==> src/rtl/wgt_loader_pkg.sv <==
// Shared definitions for the weight loader: kernel geometry, weight width
// and the FSM state encoding.
package wgt_loader_pkg;

    localparam int KROWS = 3;
    localparam int KCOLS = 3;
    localparam int WGT_W = 8;

    typedef enum logic [2:0] {
        ST_IDLE,
        ST_FETCH,
        ST_DRAIN,
        ST_ROW_RDY,
        ST_DONE
    } state_t;

endpackage

==> src/rtl/wgt_loader.sv <==
// Weight loader: streams num_kern 3x3 kernels from weight memory into
// WGT_BUFF one row at a time, holding each complete row until the consumer
// acknowledges it.
module wgt_loader
    import wgt_loader_pkg::*;
#(
    parameter int ADDR_W = 10,
    parameter int KCNT_W = 6
) (
    input  logic                    clk,
    input  logic                    rst,
    input  logic                    start,
    input  logic [ADDR_W-1:0]       base_addr,
    input  logic [KCNT_W-1:0]       num_kern,
    input  logic                    abort,
    output logic                    mem_rd_en,
    output logic [ADDR_W-1:0]       mem_addr,
    input  logic signed [WGT_W-1:0] mem_rdata,
    output logic signed [WGT_W-1:0] wgt_input,
    output logic                    wgt_read,
    output logic                    row_valid,
    input  logic                    row_ack,
    output logic [1:0]              row_idx,
    output logic [KCNT_W-1:0]       kern_idx,
    output logic                    busy,
    output logic                    done
);

    state_t              state_q;
    state_t              state_d;
    logic [1:0]          col_cnt;
    logic [KCNT_W-1:0]   num_kern_q;
    logic                rd_vld_p1;
    logic                col_last;
    logic                row_last;
    logic                load_last;

    // Memory data arrives one cycle after the read strobe, so the shift
    // enable is simply the strobe delayed by one stage.
    assign wgt_input = mem_rdata;
    assign wgt_read  = rd_vld_p1;

    assign col_last  = (col_cnt == 2'(KCOLS - 1));
    assign row_last  = (row_idx == 2'(KROWS - 1));
    assign load_last = row_last && (kern_idx == num_kern_q - KCNT_W'(1));

    // State register.
    always_ff @(posedge clk) begin
        if (rst) begin
            state_q <= ST_IDLE;
        end else begin
            state_q <= state_d;
        end
    end

    // Next-state and control outputs; abort overrides every transition.
    always_comb begin
        state_d   = state_q;
        mem_rd_en = 1'b0;
        row_valid = 1'b0;
        done      = 1'b0;
        busy      = (state_q != ST_IDLE);
        case (state_q)
            ST_IDLE: begin
                if (start) begin
                    state_d = (num_kern != '0) ? ST_FETCH : ST_DONE;
                end
            end
            ST_FETCH: begin
                mem_rd_en = 1'b1;
                if (col_last) begin
                    state_d = ST_DRAIN;
                end
            end
            ST_DRAIN: begin
                state_d = ST_ROW_RDY;
            end
            ST_ROW_RDY: begin
                row_valid = 1'b1;
                if (row_ack) begin
                    state_d = load_last ? ST_DONE : ST_FETCH;
                end
            end
            ST_DONE: begin
                done    = 1'b1;
                state_d = ST_IDLE;
            end
            default: begin
                state_d = ST_IDLE;
            end
        endcase
        if (abort) begin
            state_d = ST_IDLE;
        end
    end

    // Address, column, row and kernel counters.
    always_ff @(posedge clk) begin
        if (rst) begin
            mem_addr   <= '0;
            col_cnt    <= '0;
            row_idx    <= '0;
            kern_idx   <= '0;
            num_kern_q <= '0;
        end else if (!abort) begin
            case (state_q)
                ST_IDLE: begin
                    if (start) begin
                        mem_addr   <= base_addr;
                        num_kern_q <= num_kern;
                        col_cnt    <= '0;
                        row_idx    <= '0;
                        kern_idx   <= '0;
                    end
                end
                ST_FETCH: begin
                    // Address keeps running across rows and kernels and
                    // wraps naturally at 2^ADDR_W.
                    mem_addr <= mem_addr + ADDR_W'(1);
                    col_cnt  <= col_last ? 2'd0 : col_cnt + 2'd1;
                end
                ST_ROW_RDY: begin
                    if (row_ack && !load_last) begin
                        if (row_last) begin
                            row_idx  <= '0;
                            kern_idx <= kern_idx + KCNT_W'(1);
                        end else begin
                            row_idx  <= row_idx + 2'd1;
                        end
                    end
                end
                default: begin
                end
            endcase
        end
    end

    // Stage p1: read strobe delayed to line up with returning memory data;
    // abort lets an in-flight pulse through, reset clears it.
    always_ff @(posedge clk) begin
        if (rst) begin
            rd_vld_p1 <= 1'b0;
        end else begin
            rd_vld_p1 <= mem_rd_en;
        end
    end

endmodule

==> config.mk <==
export PLATFORM = sky130hd
export DESIGN_NAME = wgt_loader
export DESIGN_NICKNAME = d
export VERILOG_FILES = /design/src/rtl/wgt_loader_pkg.sv /design/src/rtl/wgt_loader.sv
export SDC_FILE = /design/constraint.sdc
export NUM_CORES = 1
export LEC_CHECK = 0
export BUFFER_PORTS_ARGS = -buffer_cell sky130_fd_sc_hd__buf_2
export CORE_ASPECT_RATIO = 1.25
export CORE_MARGIN = 2
export CORE_UTILIZATION = 53
export DETAILED_ROUTE_END_ITERATION = 10
export GPL_TIMING_DRIVEN = 0
export PLACE_DENSITY = 0.9
export SYNTH_ARGS = -nofsm -noshare
export SYNTH_HDL_FRONTEND = slang
export SYNTH_SLANG_ARGS = --single-unit
==> constraint.sdc <==
create_clock -name clk -period 3.7 [get_ports clk]
set_input_delay 0.74 -clock clk [delete_from_list [all_inputs] [get_ports clk]]
set_output_delay 0.74 -clock clk [all_outputs]
set_load 0.01 [all_outputs]
---- Yosys cells after proc, flatten, opt, wreduce, memory -nomap -nowiden ----
Cells that the tools add are included.
storage, ports and cells
  register bits after elaboration ......... 30
  bits of input ports ..................... 29
  output and inout port bits .............. 31
  word-level logic and storage cells ...... 60
operators by class
  add/sub/neg operators ................... 5
  equal/unequal tests ..................... 12
  muxes and demuxes ....................... 21
  bitwise operators ....................... 1
  reductions and logical operators ........ 14
operator list
  operator                                              count
  one-hot mux 10 bit (2 select lines)                   1
  two-way mux 6 bit                                     3
  two-way mux 3 bit                                     5
  one-hot mux 3 bit (4 select lines)                    1
  one-hot mux 6 bit (2 select lines)                    1
  adder 10 x 1 -> 10 bit (second input constant)        1
  two-way mux 10 bit                                    1
  inequality test 2 bit (second input constant)         5
  AND reduction 3 bit                                   3
  two-way mux 2 bit                                     4
  one-hot mux 2 bit (2 select lines)                    2
  adder 6 x 1 -> 6 bit (second input constant)          1
  equality test 3 x 2 -> 1 bit (second input constant)  2
  equality test 6 bit                                   1
  nonzero test 6 bit                                    1
  subtractor 6 x 1 -> 6 bit (second input constant)     1
  AND reduction 5 bit                                   1
  adder 2 x 1 -> 2 bit (second input constant)          2
  equality test 2 bit (second input constant)           2
  AND reduction 4 bit                                   1
  nonzero test 2 bit                                    2
  equality test 3 x 1 -> 1 bit (second input constant)  1
  equality test 3 bit (second input constant)           1
  zero test 3 bit                                       1
  other kinds (6)                                       9

---- Depth between registers and ports, before layout ----
Gate-level depths: netlist of run 1.
  word-level depth ........................ 7
  depth in mapped cells ................... 8
  mapped depth without buffers ............ 8

---- Worst setup path before layout of run 1 ----
No wires, ideal clock.
  path kind ............................... reg-to-reg
  from .................................... register num_kern_q[0]
  to ...................................... register kern_idx[5]
  library setup time ...................... 0.070 ns
  data arrival time ....................... 1.916 ns
  required time ........................... 3.630 ns
  setup slack ............................. 1.714 ns
  cell stages (with the launch flop) ...... 9
  path buffers ............................ 0
  period minus slack after synthesis ...... 1.986 ns
  cells stage by stage .................... dfxtp_1 -> inv_1 -> ha_1 -> nand2b_1 -> a21oi_1 -> o31a_1 -> o311ai_2 -> or4_1 -> a21oi_1
on the way
  longest elaborated chain between the ends .. 7
ends and longest elaborated chain
  element                          RTL line           text
  start: declaration               wgt_loader.sv:32   logic [KCNT_W-1:0] num_kern_q;
  start signal: assignment         wgt_loader.sv:110  num_kern_q <= num_kern;
  subtractor 6 x 1 -> 6 bit        wgt_loader.sv:45   assign load_last = row_last && (kern_idx == num_kern_q - KCNT_W'(1));
  equality test 6 bit              wgt_loader.sv:45
  logical AND 1 bit                wgt_loader.sv:45
  zero test 1 bit                  wgt_loader.sv:123  if (row_ack && !load_last) begin
  logical AND 1 bit                wgt_loader.sv:123
  inequality test 2 bit (no line)  n/a
  AND reduction 5 bit (no line)    n/a
  end signal: assignment           wgt_loader.sv:126  kern_idx <= kern_idx + KCNT_W'(1);
  end: declaration                 wgt_loader.sv:24   output logic [KCNT_W-1:0] kern_idx,
No other way between the ends.
A chain may end at the register's enable or synchronous reset.

---- Final worst setup path of run 1 ----
  from .................................... register state_q[0]
  to ...................................... output done
on the way
  longest elaborated chain between the ends .. 2
ends and longest elaborated chain
  element                   RTL line          text
  start: declaration        wgt_loader.sv:29  state_t state_q;
  start signal: assignment  wgt_loader.sv:52  state_q <= state_d;
  equality test 3 bit       wgt_loader.sv:63  case (state_q)
  two-way mux 1 bit         wgt_loader.sv:63
  end: declaration          wgt_loader.sv:26  output logic done
No other way between the ends.

==> impl_results.md, run 1 <==
* Initial antenna violation count at 0
* Top Ports at 60
* DP HPWL at 3.139 mm
* Post-route DRC at 0
* EDFF count, synth at 0
* Post-CTS Resized at 0
* Most numerous cell on the critical path: clkbuf_1
* Layout fillers at 301
* Mapped Nets at 247
* Commonest non-fill, non-tap cell in the layout: buf_2
* H-tree depth at 2
* CORE AREA at 0.003166 mm^2
* Max-slew headroom at 0.6323
* Power per cell area at 344.9 mW/mm^2
* Critical Path AT at 1.72 ns
* Chip width at 55.00 um
* Share of cells above drive strength 1 at 0.2684
* DIE AREA at 0.003726 mm^2
* Crit Path Class: reg2out
* Number of buffers added on ports at 50
* Clock transition at path regs at 0.06 ns
* Fmax at 407.2 MHz
* Post-synthesis simple-gate area fraction at 0.2491
* Gr usage total at 0.2520
* Clock skew after layout at 0.006527 ns
* GR Overflow Total at 0
* Yosys top cell by area: dfxtp_1
* Period utilization at 0.6637
* Mux cell area share after synthesis at 0.02397
* Final hold violations at 0
* Via density at 5.683
* Drt initial violations at 60
* Post-DRT Antenna Nets at 0
* Status: complete, no violations
* Post-synthesis compound-gate area fraction at 0.2607
* Root Buffer: clkbuf_8
* Post-CTS Setup Bufs at 0
* Crit-path cells: clkbuf_1 -> clkbuf_1 -> nor3b_1 -> buf_2
* Gpl congestion at 0.7921
* Crit path time final at 2.456 ns
* Hold path cells at 2
* CTS tree: done
* Largest family of logic cells by synthesized area: compound AO/OA/AOI/OAI gates
* Critical path's largest stage delay at 0.46 ns
* Commonest non-fill, non-tap cells in the layout: 50 x buf_2, 30 x dfxtp_1, 25 x nand2_1
* # rows at 23
* Worst Tran Pin Value at 0.5376 ns
* # diodes at 0
* Startpoint types: register
* Maximum VDD drop at 0.3269 mV
* Count of cell types in the netlist at 48
* Final core utilization at 0.6621
* Fin. max-slew vios at 0
* Synth top area cells: dfxtp_1 35%, a21oi_1 6.4%, nand2_1 5.4%
* Seq/Total Area, Yosys at 0.3486
* Worst setup EP type: output pin
* Vias in the first global route at 1661
* Area Growth Syn to Fin at 21.64%
* Warnings, synthesis at 0
* DIE HEIGHT at 67.75 um
* Drt pass-1 iters at 4
* Tightest Hold Check Type: reg2reg
* Adder-Cell Fraction of Synth Area at 0.02179
* First-pass GRT wire length at 6.837 mm
* Leakage at 0.8746 nW
* Syn Inst Count at 215
* Clock Sinks at 30
* Max cap viols at 0
* TNS Setup at 0 ns
* Final setup vio count at 0
* CP Data Required Time at 2.96 ns
* Synth Area in XOR/XNOR at 0.03050
* Num CTS Buffers at 5
* Synth Register Bits at 30
* Synth Area per Inst at 8.013 um^2
* Worst skew pair latency at 0.29 ns
* Initial Util at 0.5443
* DR vias at 1756
* Async set-or-reset flop fraction in the synthesized netlist at 0
* Longest Clk Path Bufs at 2
* Synth Flop Type: dfxtp_1
* Pin count of the biggest net entering global routing at 11
* CP max-delay cell: dfxtp_1
* Routed wire length at 4.154 mm
* Unrepaired setup endpoints after global routing: no
* WL/cell at 13.44 um
* Cell Area, Synth at 0.001723 mm^2
* Crit-path max FO at 10
* NumNets Final at 304
* R2R depth at 8
* Hold_buf cts at 0
* Share of the synthesized area in the top cell type at 0.3486
==> final timing paths <==
check | from | endpoint | slack [ns]
setup / recovery | state_q[0]$_SDFFE_PP0P_ | done | 1.24
hold / removal | num_kern_q[5]$_SDFFE_PP0P_ | num_kern_q[5]$_SDFFE_PP0P_ | 0.49
setup reg to reg | num_kern_q[0]$_SDFFE_PP0P_ | kern_idx[4]$_SDFFE_PP0P_ | 1.42
hold reg to reg | num_kern_q[5]$_SDFFE_PP0P_ | num_kern_q[5]$_SDFFE_PP0P_ | 0.49
==> cell families (layout without fill, tap and decap cells) <==
kind of cell	Yosys count	in the layout
buffers and inverters	22	79
multiplexers	4	4
adder cells (fa/ha/maj)	3	3
AND/OR/NAND/NOR	80	80
XOR/XNOR	6	6
AO/OA/AOI/OAI	70	70
flip-flops	30	30
==> critical path, delay by kind of cell (launching register included) <==
kind / cells / cell delay, ns
buffers and inverters: 3 / 0.87
DFF: 1 / 0.46
and+or+nand+nor: 1 / 0.10
==> routing by layer <==
metal  vias to the layer above  track usage  wire, um
met4                         0      0.09146        76
met5                         -            0         0
li1                        897            -         -
met2                        43       0.4539      2155
met3                         7      0.06858       204
met1                       809       0.2726      1717
==> power breakdown <==
group / internal, mW / total [mW] / switching [mW] / leakage (nW)
clock network: 0.129 / 0.247 / 0.118 / 0.0383
registers: 0.337 / 0.353 / 0.0157 / 0.244
logic: 0.0552 / 0.123 / 0.0681 / 0.592
total: 0.521 / 0.723 / 0.202 / 0.875
==> flip-flops by register name, summed over array words and instances, names as in the netlist <==
name        flops
row_idx         2
num_kern_q      6
mem_addr       10
state_q         3
col_cnt         2
wgt_read        1
kern_idx        6
==> synthesized netlist by cell type (3+ instances only) <==
cell type  instances
a211oi_1           9
a21oi_1           22
buf_4              8
clkbuf_1           7
dfxtp_1           30
ha_1               3
inv_1              5
mux2i_1            3
nand2_1           25
nand2b_1           6
nand3_1            9
nor2_1            10
nor2b_1            3
nor3_1             7
o21ai_0           16
o22ai_1            5
or3_1              4
xnor2_1            4
==> final cells by class <==
type	instances	area, um^2	area share
clock buffers	7	76.32	0.03642
plain buffers	16	90.09	0.04299
well taps	37	46.29	0.02209
flip-flops and latches	30	600.6	0.2866
multi-input cells	163	1010	0.4818
repair buffers	50	250.2	0.1194
inverters	6	22.52	0.01075
==> metrics by stage <==
| step | hold WS (ns) | worst slack (ns) | instances | total power [mW] | cell area [um^2] |
|---|---|---|---|---|---|
| 2_1_floorplan | 0.4661 | 1.714 | 215 | 0.4377 | 1723 |
| 3_3_place_gp | 0.4782 | 1.491 | 302 | 0.4782 | 2019 |
| 3_5_place_dp | 0.4827 | 1.442 | 302 | 0.4818 | 2019 |
| 4_1_cts | 0.4904 | 1.269 | 309 | 0.7259 | 2096 |
| 5_1_grt | 0.5169 | 1.111 | 309 | 0.7566 | 2096 |
| 6_report | 0.4907 | 1.244 | 309 | 0.7229 | 2096 |
(Power assumes the default switching activity.)
==> inputs of run 2 (changes only) <==
--- a/config.mk
+++ b/config.mk
@@ -8,10 +8,10 @@
 export BUFFER_PORTS_ARGS = -buffer_cell sky130_fd_sc_hd__buf_2
 export CORE_ASPECT_RATIO = 1.25
 export CORE_MARGIN = 2
-export CORE_UTILIZATION = 53
+export CORE_UTILIZATION = 50
 export DETAILED_ROUTE_END_ITERATION = 10
 export GPL_TIMING_DRIVEN = 0
-export PLACE_DENSITY = 0.9
+export PLACE_DENSITY = 0.86
 export SYNTH_ARGS = -nofsm -noshare
 export SYNTH_HDL_FRONTEND = slang
 export SYNTH_SLANG_ARGS = --single-unit
==> constraint.sdc (replaced) <==
create_clock -name clk -period 2.6 [get_ports clk]
set_input_delay 0.52 -clock clk [delete_from_list [all_inputs] [get_ports clk]]
set_output_delay 0.52 -clock clk [all_outputs]
set_load 0.01 [all_outputs]
==> impl_results.md, run 2 (synthesis gave the netlist of run 1 again) <==
* DR vias at 1771 (was 1756)
* Switching Share at 0.2783 (was 0.2790)
* Hold_buf cts at 0 (unchanged)
* Number of buffers added on ports at 50 (unchanged)
* Initial Util at 0.5298 (was 0.5443)
* DIE AREA at 0.003934 mm^2 (was 0.003726 mm^2)
* Worst setup EP type: register (was output pin)
* Clock Sinks at 30 (unchanged)
* Initial antenna violation count at 0 (unchanged)
* DP HPWL at 3.143 mm (was 3.139 mm)
* Max cap viols at 0 (unchanged)
* Clock transition at path regs at 0.06 ns (about the same)
* Gr usage total at 0.2197 (was 0.2520)
* Drt initial violations at 48 (was 60)
* Root Buffer: clkbuf_8 (unchanged)
* Clock Power Share at 0.367 (was 0.342)
* Via density at 5.713 (was 5.683)
* Maximum VDD drop at 0.3718 mV (was 0.3269 mV)
* Worst Tran Pin Value at 0.5391 ns (was 0.5376 ns)
* Pin count of the biggest net entering global routing at 11 (unchanged)
* Commonest non-fill, non-tap cells in the layout: 50 x buf_2, 30 x dfxtp_1, 25 x nand2_1 (unchanged)
* DIE HEIGHT at 69.63 um (was 67.75 um)
* Clock skew after layout at 0.007306 ns (was 0.006527 ns)
* Gpl congestion at 0.8087 (was 0.7921)
* Post-DRT Antenna Nets at 0 (unchanged)
* Critical path's largest stage delay at 0.53 ns (was 0.46 ns)
* Post-CTS Resized at 0 (unchanged)
* GR Overflow Total at 0 (unchanged)
* CORE AREA at 0.003252 mm^2 (was 0.003166 mm^2)
* Fmax at 442.1 MHz
* Final setup vio count at 0 (unchanged)
* Final hold violations at 0 (unchanged)
* Combinational Power Share at 0.163 (was 0.171)
* Tightest Hold Check Type: in2reg (was reg2reg)
* Area Growth Syn to Fin at 22.51% (was 21.64%)
* Top flop regs: mem_addr: 10 flops, kern_idx: 6 flops, num_kern_q: 6 flops (unchanged)
* Crit-path max FO at 5 (was 10)
* Crit-path cells: inv_1 -> ha_1 -> nand2b_1 -> a21oi_1 -> o31a_1 -> o21bai_1 -> a2111oi_0 -> mux2_2 (was clkbuf_1 -> clkbuf_1 -> nor3b_1 -> buf_2)
* NumNets Final at 304 (unchanged)
* Final core utilization at 0.6491 (was 0.6621)
* Fin. max-slew vios at 0 (unchanged)
* # diodes at 0 (unchanged)
* Period utilization at 0.8699
* H-tree depth at 2 (unchanged)
* P_int at 770.8 uW (was 521.2 uW)
* Top Ports at 60 (unchanged)
* Largest reg by FF count: mem_addr (unchanged)
* Max-slew headroom at 0.6313 (was 0.6323)
* Sequential power share at 0.469 (was 0.488)
* Status: complete, no violations (unchanged)
* TNS Setup at 0 ns (unchanged)
* Largest register FFs at 10 (unchanged)
* Sw Pwr at 297.3 uW (was 201.7 uW)
* Vias in the first global route at 1621 (was 1661)
* WL/cell at 13.33 um (was 13.44 um)
* Startpoint types: register (unchanged)
* Routed wire length at 4.132 mm (was 4.154 mm)
* Crit path time final at 2.262 ns
* Power per cell area at 506.0 mW/mm^2 (was 344.9 mW/mm^2)
* Leakage at 0.8845 nW (was 0.8746 nW)
* First-pass GRT wire length at 6.879 mm (was 6.837 mm)
* Worst skew pair latency at 0.29 ns (about the same)
* WHS at 0.4836 ns (was 0.4907 ns)
* Share of cells above drive strength 1 at 0.2747 (was 0.2684)
* Crit Path Class: reg2reg (was reg2out)
* Num CTS Buffers at 5 (unchanged)
* Unrepaired setup endpoints after global routing: no (unchanged)
* CP max-delay cell: a2111oi_0 (was dfxtp_1)
* Drt pass-1 iters at 4 (unchanged)
* Post-CTS Setup Bufs at 0 (unchanged)
* # rows at 23 (unchanged)
* Critical Path AT at 2.49 ns (was 1.72 ns)
* Chip width at 56.51 um (was 55.00 um)
* CP Data Required Time at 2.83 ns (was 2.96 ns)
* CTS tree: done (unchanged)
* Longest Clk Path Bufs at 2 (unchanged)
* Post-route DRC at 0 (unchanged)
* Commonest non-fill, non-tap cell in the layout: buf_2 (unchanged)
## run 2: per-layer routing
metal | GRT usage | vias up | wire [um]
met4 | 0.1138 | 0 | 84
met3 | 0.06343 | 7 | 225
li1 | - | 900 | -
met1 | 0.2362 | 807 | 1724
met5 | 0 | - | 0
met2 | 0.3811 | 57 | 2098
## run 2: power groups by stage
| stage | Combinational (mW) | Clock (mW) | Sequential [mW] |
|---|---|---|---|
| after floorplan | 0.109 | 0 | 0.514 |
| after global placement | 0.171 | 0 | 0.511 |
| after global routing | 0.193 | 0.419 | 0.505 |
| after CTS | 0.175 | 0.403 | 0.501 |
| final | 0.174 | 0.392 | 0.501 |
| after detailed placement | 0.175 | 0 | 0.511 |
## run 2: worst paths after layout
check / startpoint / end / slack (ns) / cells after the start
worst max register to register: num_kern_q[0]$_SDFFE_PP0P_ / kern_idx[0]$_SDFFE_PP0P_ / 0.34 / 8
worst min register to register: num_kern_q[5]$_SDFFE_PP0P_ / num_kern_q[5]$_SDFFE_PP0P_ / 0.51 / 2
worst max-delay path: num_kern_q[0]$_SDFFE_PP0P_ / kern_idx[0]$_SDFFE_PP0P_ / 0.34 / 8
worst min-delay path: num_kern[4] / num_kern_q[4]$_SDFFE_PP0P_ / 0.48 / 3
## run 2: final cells by class
cell class | instances | area [um^2]
inverters | 6 | 22.52
well taps | 37 | 46.29
plain buffers | 16 | 90.09
clock inverters | 1 | 5.005
multi-input cells | 163 | 1010
fillers | 299 | 1141
flip-flops and latches | 30 | 600.6
clock buffers | 7 | 86.33
repair buffers | 50 | 250.2
## run 2: worst max-delay path: cells and delay by family, from the launching register on
kind	cells	cell delay, ns
AOI/OAI and AO/OA	4	1.06
buffers and inverters	1	0.07
adders and majority gates	1	0.23
muxes	1	0.25
and+or+nand+nor	1	0.17
DFF	1	0.43
## run 2: stage by stage
stage | power [mW] | cells | setup WS, ns | cell area [um^2]
4_1_cts | 1.079 | 310 | 0.3256 | 2111
6_report | 1.068 | 310 | 0.3382 | 2111
3_3_place_gp | 0.6818 | 302 | 0.4075 | 2019
5_1_grt | 1.117 | 310 | 0.09252 | 2111
3_5_place_dp | 0.6857 | 302 | 0.3488 | 2019
2_1_floorplan | 0.6229 | 215 | 0.6141 | 1723
==> inputs of run 3 (changes only) <==
--- a/config.mk
+++ b/config.mk
@@ -8,10 +8,11 @@
 export BUFFER_PORTS_ARGS = -buffer_cell sky130_fd_sc_hd__buf_2
 export CORE_ASPECT_RATIO = 1.25
 export CORE_MARGIN = 2
-export CORE_UTILIZATION = 50
+export CORE_UTILIZATION = 31
+export CTS_BUF_LIST = sky130_fd_sc_hd__clkbuf_2 sky130_fd_sc_hd__clkbuf_4 sky130_fd_sc_hd__clkbuf_8
 export DETAILED_ROUTE_END_ITERATION = 10
 export GPL_TIMING_DRIVEN = 0
-export PLACE_DENSITY = 0.86
+export PLACE_DENSITY = 0.6
 export SYNTH_ARGS = -nofsm -noshare
 export SYNTH_HDL_FRONTEND = slang
 export SYNTH_SLANG_ARGS = --single-unit
==> impl_results.md, run 3 (synthesis gave the netlist of run 1 again) <==
* R2R depth at 8 (unchanged)
* Post-CTS Resized at 0 (unchanged)
* Hold path cells at 2 (was 3)
* Chip width at 70.68 um (was 56.51 um)
* DR vias at 1785 (was 1771)
* Period utilization at 0.8682 (was 0.8699)
* Hold wc startpoint: num_kern_q[5]$_SDFFE_PP0P_ (was num_kern[4])
* Pin count of the biggest net entering global routing at 11 (unchanged)
* TNS Setup at 0 ns (unchanged)
* Worst setup EP type: output pin (was register)
* Post-placement cell count at 329 (was 302)
* CTS tree: done (unchanged)
* Hold_buf cts at 0 (unchanged)
* Top Ports at 60 (unchanged)
* Tightest Hold Check Type: reg2reg (was in2reg)
* Worst reg2reg path startpoint: num_kern_q[0]$_SDFFE_PP0P_ (unchanged)
* Commonest non-fill, non-tap cells in the layout: 50 x buf_2, 30 x dfxtp_1, 25 x nand2_1 (unchanged)
* Crit-path max FO at 10 (was 5)
* Clock skew after layout at 0.007851 ns (was 0.007306 ns)
* Worst Tran Pin Value at 0.5347 ns (was 0.5391 ns)
* Clock Sinks at 30 (unchanged)
* Gpl congestion at 0.7795 (was 0.8087)
* Max-slew headroom at 0.6343 (was 0.6313)
* # diodes at 0 (unchanged)
* Power per cell area at 492.9 mW/mm^2 (was 506.0 mW/mm^2)
* R2R setup slack at 0.36 ns (was 0.34 ns)
* Gr usage total at 0.1512 (was 0.2197)
* Most numerous cell on the critical path: clkbuf_1
* Status: complete, no violations (unchanged)
* Crit path time final at 2.257 ns (was 2.262 ns)
* DIE HEIGHT at 87.35 um (was 69.63 um)
* Post-DRT Antenna Nets at 0 (unchanged)
* Unrepaired setup endpoints after global routing: no (unchanged)
* Largest register FFs at 10 (unchanged)
* Largest reg by FF count: mem_addr (unchanged)
* Crit Path Class: reg2out (was reg2reg)
* Top flop regs: mem_addr: 10 flops, kern_idx: 6 flops, num_kern_q: 6 flops (unchanged)
* NumNets Final at 304 (unchanged)
* Fin. max-slew vios at 0 (unchanged)
* First-pass GRT wire length at 7.541 mm (was 6.879 mm)
* H-tree depth at 2 (unchanged)
* WHS at 0.4887 ns (was 0.4836 ns)
* Final setup vio count at 0 (unchanged)
* Vias in the first global route at 1635 (was 1621)
* Worst skew pair latency at 0.28 ns (was 0.29 ns)
* CORE AREA at 0.005405 mm^2 (was 0.003252 mm^2)
* Fmax at 443.0 MHz (was 442.1 MHz)
* Layout fillers at 594 (was 299)
* Final hold violations at 0 (unchanged)
* Number of buffers added on ports at 50 (unchanged)
* GR Overflow Total at 0 (unchanged)
* Drt initial violations at 89 (was 48)
* Leakage at 0.8815 nW (was 0.8845 nW)
* Routed wire length at 4.463 mm (was 4.132 mm)
* Area Growth Syn to Fin at 24.04% (was 22.51%)
* Crit-path cells: clkbuf_1 -> clkbuf_1 -> nor3b_1 -> buf_2 (was inv_1 -> ha_1 -> nand2b_1 -> a21oi_1 -> o31a_1 -> o21bai_1 -> a2111oi_0 -> mux2_2)
* # rows at 30 (was 23)
* Critical Path AT at 1.74 ns (was 2.49 ns)
* Startpoint types: register (unchanged)
* Longest Clk Path Bufs at 2 (unchanged)
* Maximum VDD drop at 0.2074 mV (was 0.3718 mV)
* Finished Layout Cells at 336 (was 310)
* Drt pass-1 iters at 4 (unchanged)
* R2R Path End: kern_idx[4]$_SDFFE_PP0P_ (was kern_idx[0]$_SDFFE_PP0P_)
* Via density at 5.313 (was 5.713)
* Initial antenna violation count at 0 (unchanged)
* Initial Util at 0.3187 (was 0.5298)
* Design Area, Final at 0.002137 mm^2 (was 0.002111 mm^2)
* Share of cells above drive strength 1 at 0.2757 (was 0.2747)
* Worst Hold Path EP: num_kern_q[5]$_SDFFE_PP0P_ (was num_kern_q[4]$_SDFFE_PP0P_)
* Max cap viols at 0 (unchanged)
* WL/cell at 13.28 um (was 13.33 um)
* Root Buffer: clkbuf_8 (unchanged)
* Design Power at 1.053 mW (was 1.068 mW)
* DP HPWL at 3.376 mm (was 3.143 mm)
* CP max-delay cell: dfxtp_1 (was a2111oi_0)
* Clock transition at path regs at 0.07 ns (was 0.06 ns)
* CP Data Required Time at 2.08 ns (was 2.83 ns)
* Placed inst area at 0.002053 mm^2 (was 0.002019 mm^2)
* Post-CTS Setup Bufs at 0 (unchanged)
* Commonest non-fill, non-tap cell in the layout: buf_2 (unchanged)
* Critical path's largest stage delay at 0.45 ns (was 0.53 ns)
* Post-route DRC at 0 (unchanged)
* Num CTS Buffers at 5 (unchanged)
* DIE AREA at 0.006174 mm^2 (was 0.003934 mm^2)
==> run 3: cell count changes in the layout (fill, tap and decap cells not counted) <==
cell	before	now
clkbuf_1	8	7
clkbuf_8	6	5
clkinv_2	1	0
clkbuf_4	0	2
==> run 3: routing by layer <==
layer / part of all wire / track usage / up-vias
li1: - / - / 898
met1: 0.44 / 0.1872 / 813
met2: 0.47 / 0.2532 / 67
met3: 0.075 / 0.04398 / 7
met4: 0.011 / 0.04631 / 0
met5: 0 / 0 / -
==> run 3: worst max-delay path: cells and delay by family, from the launching register on <==
kind,cells,cell delay [ns]
DFF,1,0.45
buffers and inverters,3,0.92
and+or+nand+nor,1,0.10
==> run 3: layout make-up <==
type	count	area (um^2)	share of cell area
tap	64	80.08	0.03747
inverter	6	22.52	0.01054
clock buffer	7	83.83	0.03923
timing repair buffer	50	250.2	0.1171
sequential	30	600.6	0.2810
buffer	16	90.09	0.04215
multi-input combinational	163	1010	0.4725
==> run 3: where the power goes <==
part           switching, mW  internal, mW  total [mW]
Sequential            0.0226         0.479       0.502
Combinational         0.0968        0.0784       0.175
Clock                  0.171         0.205       0.376
==> run 3: per-stage QoR <==
stage	utilization	setup WS, ns
4_1_cts	0.3954	0.3230
6_report	0.3954	0.3427
5_1_grt	0.3954	0.05148
2_1_floorplan	-	0.6141
3_3_place_gp	0.3799	0.3862
3_5_place_dp	0.3799	0.3659
==> run 3: worst max path at each step <==
stage                                     startpoint                  endpoint  slack (ns)  cells after the start
after floorplan           num_kern_q[0]$_SDFFE_PP0P_  kern_idx[5]$_SDFFE_PP0P_        0.61                      8
after global placement    num_kern_q[0]$_SDFFE_PP0P_  kern_idx[0]$_SDFFE_PP0P_        0.39                      8
after detailed placement  num_kern_q[0]$_SDFFE_PP0P_  kern_idx[0]$_SDFFE_PP0P_        0.37                      8
after CTS                    state_q[0]$_SDFFE_PP0P_                      done        0.32                      4
after global routing      num_kern_q[0]$_SDFFE_PP0P_  kern_idx[0]$_SDFFE_PP0P_        0.05                      8
final                        state_q[0]$_SDFFE_PP0P_                      done        0.34                      4
